[src/rtl/tppe_mt.sv]
// Multi-timestep temporal-parallel PE: intersects spike and weight bitmasks over
// one or more chunks, fetches matched spike vectors and accumulates saturating sums.
module tppe_mt #(
    parameter int BITMASK_WIDTH = 16,
    parameter int WEIGHT_WIDTH  = 8,
    parameter int TIMESTEPS     = 4,
    parameter int ACC_WIDTH     = 12,
    parameter int ADDR_WIDTH    = 8
) (
    input  logic                                clk,
    input  logic                                rst_n,
    input  logic [BITMASK_WIDTH-1:0]            bitmask_a,
    input  logic [BITMASK_WIDTH-1:0]            bitmask_b,
    input  logic [BITMASK_WIDTH*WEIGHT_WIDTH-1:0] weights,
    input  logic [ADDR_WIDTH-1:0]               fibre_a_base,
    input  logic                                in_last,
    input  logic                                in_valid,
    output logic                                in_ready,
    output logic                                rd_req,
    output logic [ADDR_WIDTH-1:0]               rd_addr,
    input  logic                                rd_valid,
    input  logic [TIMESTEPS-1:0]                rd_data,
    output logic [TIMESTEPS*ACC_WIDTH-1:0]      results,
    output logic                                result_valid,
    input  logic                                result_ready
);

    localparam int IDX_W = (BITMASK_WIDTH > 1) ? $clog2(BITMASK_WIDTH) : 1;

    typedef enum logic [1:0] {
        IDLE,
        SCAN,
        REQ,
        OUT
    } state_t;

    state_t                            state;
    logic [BITMASK_WIDTH-1:0]          a_q;
    logic [BITMASK_WIDTH-1:0]          b_q;
    logic [BITMASK_WIDTH-1:0]          match_q;
    logic [BITMASK_WIDTH-1:0]          pick_q;
    logic [BITMASK_WIDTH*WEIGHT_WIDTH-1:0] weights_q;
    logic [ADDR_WIDTH-1:0]             base_q;
    logic                              last_q;
    logic [IDX_W-1:0]                  widx_q;
    logic signed [ACC_WIDTH-1:0]       acc [TIMESTEPS];

    logic signed [WEIGHT_WIDTH-1:0]    weight_arr [BITMASK_WIDTH];
    logic [BITMASK_WIDTH-1:0]          lowest;
    logic [BITMASK_WIDTH-1:0]          below;
    int unsigned                       pc_a;
    int unsigned                       pc_b;

    function automatic int unsigned popcount(input logic [BITMASK_WIDTH-1:0] v);
        int unsigned n;
        n = 0;
        for (int i = 0; i < BITMASK_WIDTH; i++) begin
            n += {31'd0, v[i]};
        end
        return n;
    endfunction

    // The sum is formed one bit wider than the accumulator so overflow shows up
    // as a disagreement between the two top bits.
    function automatic logic signed [ACC_WIDTH-1:0] sat_add(
        input logic signed [ACC_WIDTH-1:0]    a,
        input logic signed [WEIGHT_WIDTH-1:0] w
    );
        logic signed [ACC_WIDTH:0] sum;
        sum = {a[ACC_WIDTH-1], a} + {{(ACC_WIDTH+1-WEIGHT_WIDTH){w[WEIGHT_WIDTH-1]}}, w};
        if (sum[ACC_WIDTH] != sum[ACC_WIDTH-1]) begin
            return sum[ACC_WIDTH] ? {1'b1, {(ACC_WIDTH-1){1'b0}}}
                                  : {1'b0, {(ACC_WIDTH-1){1'b1}}};
        end
        return sum[ACC_WIDTH-1:0];
    endfunction

    for (genvar j = 0; j < BITMASK_WIDTH; j++) begin : g_weights
        assign weight_arr[j] = weights_q[j*WEIGHT_WIDTH +: WEIGHT_WIDTH];
    end

    for (genvar t = 0; t < TIMESTEPS; t++) begin : g_results
        assign results[t*ACC_WIDTH +: ACC_WIDTH] = acc[t];
    end

    // NOTE: every combinational output gets a value on every path, so no latch is inferred.
    always_comb begin
        lowest = match_q & (~match_q + BITMASK_WIDTH'(1));
        below  = lowest - BITMASK_WIDTH'(1);
        pc_a   = popcount(a_q & below);
        pc_b   = popcount(b_q & below);
    end

    // NOTE: state is updated with non-blocking assignments only, so every register
    // sees the pre-edge value of every other register.
    always_ff @(posedge clk or negedge rst_n) begin
        if (!rst_n) begin
            state        <= IDLE;
            in_ready     <= 1'b0;
            rd_req       <= 1'b0;
            rd_addr      <= '0;
            result_valid <= 1'b0;
            a_q          <= '0;
            b_q          <= '0;
            match_q      <= '0;
            pick_q       <= '0;
            weights_q    <= '0;
            base_q       <= '0;
            last_q       <= 1'b0;
            widx_q       <= '0;
            // NOTE: the accumulator array is reset because results must read 0 out of reset.
            for (int t = 0; t < TIMESTEPS; t++) begin
                acc[t] <= '0;
            end
        end else begin
            case (state)
                IDLE: begin
                    if (in_valid && in_ready) begin
                        a_q       <= bitmask_a;
                        b_q       <= bitmask_b;
                        match_q   <= bitmask_a & bitmask_b;
                        weights_q <= weights;
                        base_q    <= fibre_a_base;
                        last_q    <= in_last;
                        in_ready  <= 1'b0;
                        state     <= SCAN;
                    end else begin
                        in_ready <= 1'b1;
                    end
                end
                SCAN: begin
                    if (match_q == '0) begin
                        if (last_q) begin
                            result_valid <= 1'b1;
                            state        <= OUT;
                        end else begin
                            in_ready <= 1'b1;
                            state    <= IDLE;
                        end
                    end else begin
                        rd_addr <= base_q + ADDR_WIDTH'(pc_a);
                        widx_q  <= IDX_W'(pc_b);
                        pick_q  <= lowest;
                        rd_req  <= 1'b1;
                        state   <= REQ;
                    end
                end
                REQ: begin
                    if (rd_valid) begin
                        for (int t = 0; t < TIMESTEPS; t++) begin
                            if (rd_data[t]) begin
                                acc[t] <= sat_add(acc[t], weight_arr[widx_q]);
                            end
                        end
                        match_q <= match_q & ~pick_q;
                        rd_req  <= 1'b0;
                        state   <= SCAN;
                    end
                end
                OUT: begin
                    if (result_ready) begin
                        for (int t = 0; t < TIMESTEPS; t++) begin
                            acc[t] <= '0;
                        end
                        result_valid <= 1'b0;
                        in_ready     <= 1'b1;
                        state        <= IDLE;
                    end
                end
                default: state <= IDLE;
            endcase
        end
    end

endmodule

[config.mk]
export PLATFORM = sky130hd
export DESIGN_NAME = tppe_mt
export DESIGN_NICKNAME = d
export VERILOG_FILES = /design/src/rtl/tppe_mt.sv
export SDC_FILE = /design/constraint.sdc
export NUM_CORES = 1
export LEC_CHECK = 0
export CORE_ASPECT_RATIO = 1.1
export CORE_MARGIN = 5
export CORE_UTILIZATION = 25
export DETAILED_ROUTE_END_ITERATION = 6
export HOLD_SLACK_MARGIN = 0.15
export SYNTH_ARGS = -nofsm -noshare
export SYNTH_HDL_FRONTEND = slang
export SYNTH_SLANG_ARGS = --single-unit
[constraint.sdc]
create_clock -name clk -period 9.6 [get_ports clk]
set_clock_uncertainty 0.2 [all_clocks]
set_input_delay 1.92 -clock clk [delete_from_list [all_inputs] [get_ports clk]]
set_output_delay 1.92 -clock clk [all_outputs]
set_load 0.01 [all_outputs]
==> qor.csv <==
metric,value,unit
status,completed,
worst_slew_pin_slew,1.01,ns
drtIter0Drc,477,
drt_wl_total,41.7,mm
cts-root-buf,clkbuf_16,
cp_cell_sequence,or4_4 > or4_4 > nor4_1 > nor2b_1 > and2_1 > fa_1 > fa_1 > fa_1 > fa_1 > fa_1 > fa_1 > a21oi_1 > nor2_1 > nor2_1 > nor2b_1 > o21ai_0 > xor2_1 > o21ai_0,
met3_usage,3.00,%
grt_start_max_net_pins,154,
synthTopCellsByArea,"dfrtp_1 46%, mux2_2 13%, mux4_2 6.3%, ha_1 5.8%, fa_1 3.6%",
clk_pin_slew_worst_paths,0.06,ns
cts_hold_buf,0,
io_pins,237,
grt.overflow.total,0,
netlist_area,0.0144,sq mm
vias,10318,
fmax,0.154,GHz
yosysSeqAreaShare,46.3,%
rows,92,
syn_inst,1179,
r2r_start,match_q[0],
firstDrtPassIters,4,
ant_nets,0,
synth_seq_cells,266,
min_path_type,reg -> reg,
crit_type,reg -> reg,
synthArstFlopShare,100,%
hpwlAfterDp,30.8,mm
clock_latency,0.55,ns
io_buffers,236,
startpoint,match_q[0],
path_depth,18,
synth-edff-count,0,
die_w,239,um
grt_antenna_before_repair,12,
numCtsBuffers,37,
synthFlopType,dfrtp_1,
nets,1680,
ctsResizeCount,0,
wl_per_cell,19.0,um
cts_tree,done,
relSlewSlack,31.0,%
htreeDepth,2,
cp.required,9.80,ns
crit_fanout,9,
grt_use_met2,22.8,%
core_area,0.0571,sq mm
path_buf_inv,0,
setup-violations-final,0,
grt_setup_unrepaired,no,
arrival,6.69,ns
ys_types,56,
busiest_layer,met2,
endpoint_kind,register,
cp_top_family,adder cells,
setup_tns,0,ns
rr_worst_depth,18,
grtUsageMet1,16.3,%
area_growth_syn_to_layout,31.2,%
fp.dieH,261,um
cp-start-kind,register,
synth_top_area_cell,dfrtp_1,
stdcell_area,0.0188,sq mm
path_common_cell,fa_1,
grt_first_pass_wirelength,64.5,mm
grt_use_total,13.2,%
maxCapViolations,0,
avgSynthCellArea,12.2,sq um
synthTopCellsByCount,"266 x dfrtp_1, 171 x mux2_2, 104 x nand2_1",
postCtsSetupBuffers,0,
cts.sinks,266,
yosysWarnings,0,
min_path_cells,2,
grt_pass1_vias,10891,
drv_slew,0,
syn_nets,1450,
slowest_stage,or4_4,
placed_area,0.0175,sq mm
vias_per_cell,4.70,
drc,0,
max_stage_delay,0.61,ns
hold_violations,0,
synth_most_common_cell,dfrtp_1,
place.gp.congestion,0.843,
yosysTopAreaCellShare,46.3,%
min_period,6.49,ns
min_from,pick_q[12],
drive_above_1_share,20.8,%
initial_core_util,25.2,%
clock_path_buffers,3,
finalCritPeriodShare,67.6,%
die_area,0.0623,sq mm
-- cell type report --
class / instances / area (sq um)
diodes: 5 / 12.5
clock buffers: 51 / 1070
clock inverters: 15 / 248
fillers: 5811 / 38200
inverters: 34 / 128
multi-input cells: 826 / 7350
flip-flops and latches: 266 / 6660
well taps: 752 / 941
repair buffers: 244 / 2440
-- registers in the layout, summed over array words and instances, names as in the netlist, 2 cells and up --
signal	flops
weights_q	128
results	48
a_q	16
b_q	16
match_q	16
pick_q	16
base_q	8
rd_addr	8
widx_q	4
state	2
-- routing by layer --
layer	up-vias	wire, um
li1	4788	-
met1	5228	17400
met2	229	20900
met3	67	2250
met4	6	1140
met5	-	35
-- cell families after synthesis --
group / share of synthesized area (%)
simple gates: 7.59
compound gates: 11.1
mux: 19.9
xor+xnor: 3.11
buf+inv: 2.56
fa+ha+maj: 9.46
flops: 46.3
-- layout by cell type, fill, tap and decap left out, drive strengths merged, types with 23 or more instances in the layout --
master / netlist / final
xnor2: 28 / 28
clkdlybuf4s50: 0 / 235
o21ai: 83 / 83
dfrtp: 266 / 266
inv: 34 / 37
mux4: 40 / 40
ha: 67 / 67
mux2: 172 / 172
nand2: 104 / 104
a21oi: 48 / 48
clkbuf: 41 / 51
fa: 26 / 26
nor2: 38 / 38
xor2: 23 / 23
and2: 30 / 30
-- worst register-to-register path: cells and delay by family, from the launching register on --
kind | cells | cell delay, ns
flip-flops | 1 | 0.47
adder cells (fa/ha/maj) | 6 | 2.86
AND/OR/NAND/NOR | 8 | 2.22
AO/OA/AOI/OAI | 3 | 0.44
XOR/XNOR | 1 | 0.15
-- per-stage QoR --
step	worst slack [ns]	util (%)	hold slack, ns	std cells
6_report	3.11	33.0	0.276	2193
3_3_place_gp	3.15	30.7	0.259	2122
4_1_cts	3.06	33.0	0.279	2188
2_1_floorplan	3.54	-	0.245	1179
3_5_place_dp	3.10	30.7	0.266	2122
5_1_grt	2.72	33.0	0.298	2192
-- worst paths after layout --
path | to | slack, ns
hold / removal | pick_q[12] | 0.28
max in group asynchronous | results[36] | 6.52
hold reg to reg | pick_q[12] | 0.28
setup / recovery | rd_addr[6] | 3.11
setup reg to reg | rd_addr[6] | 3.11
min in group asynchronous | weights_q[115] | 1.22
Power is not shown: default switching activity piles up to over one toggle a cycle in this logic, so the estimate is an artifact.
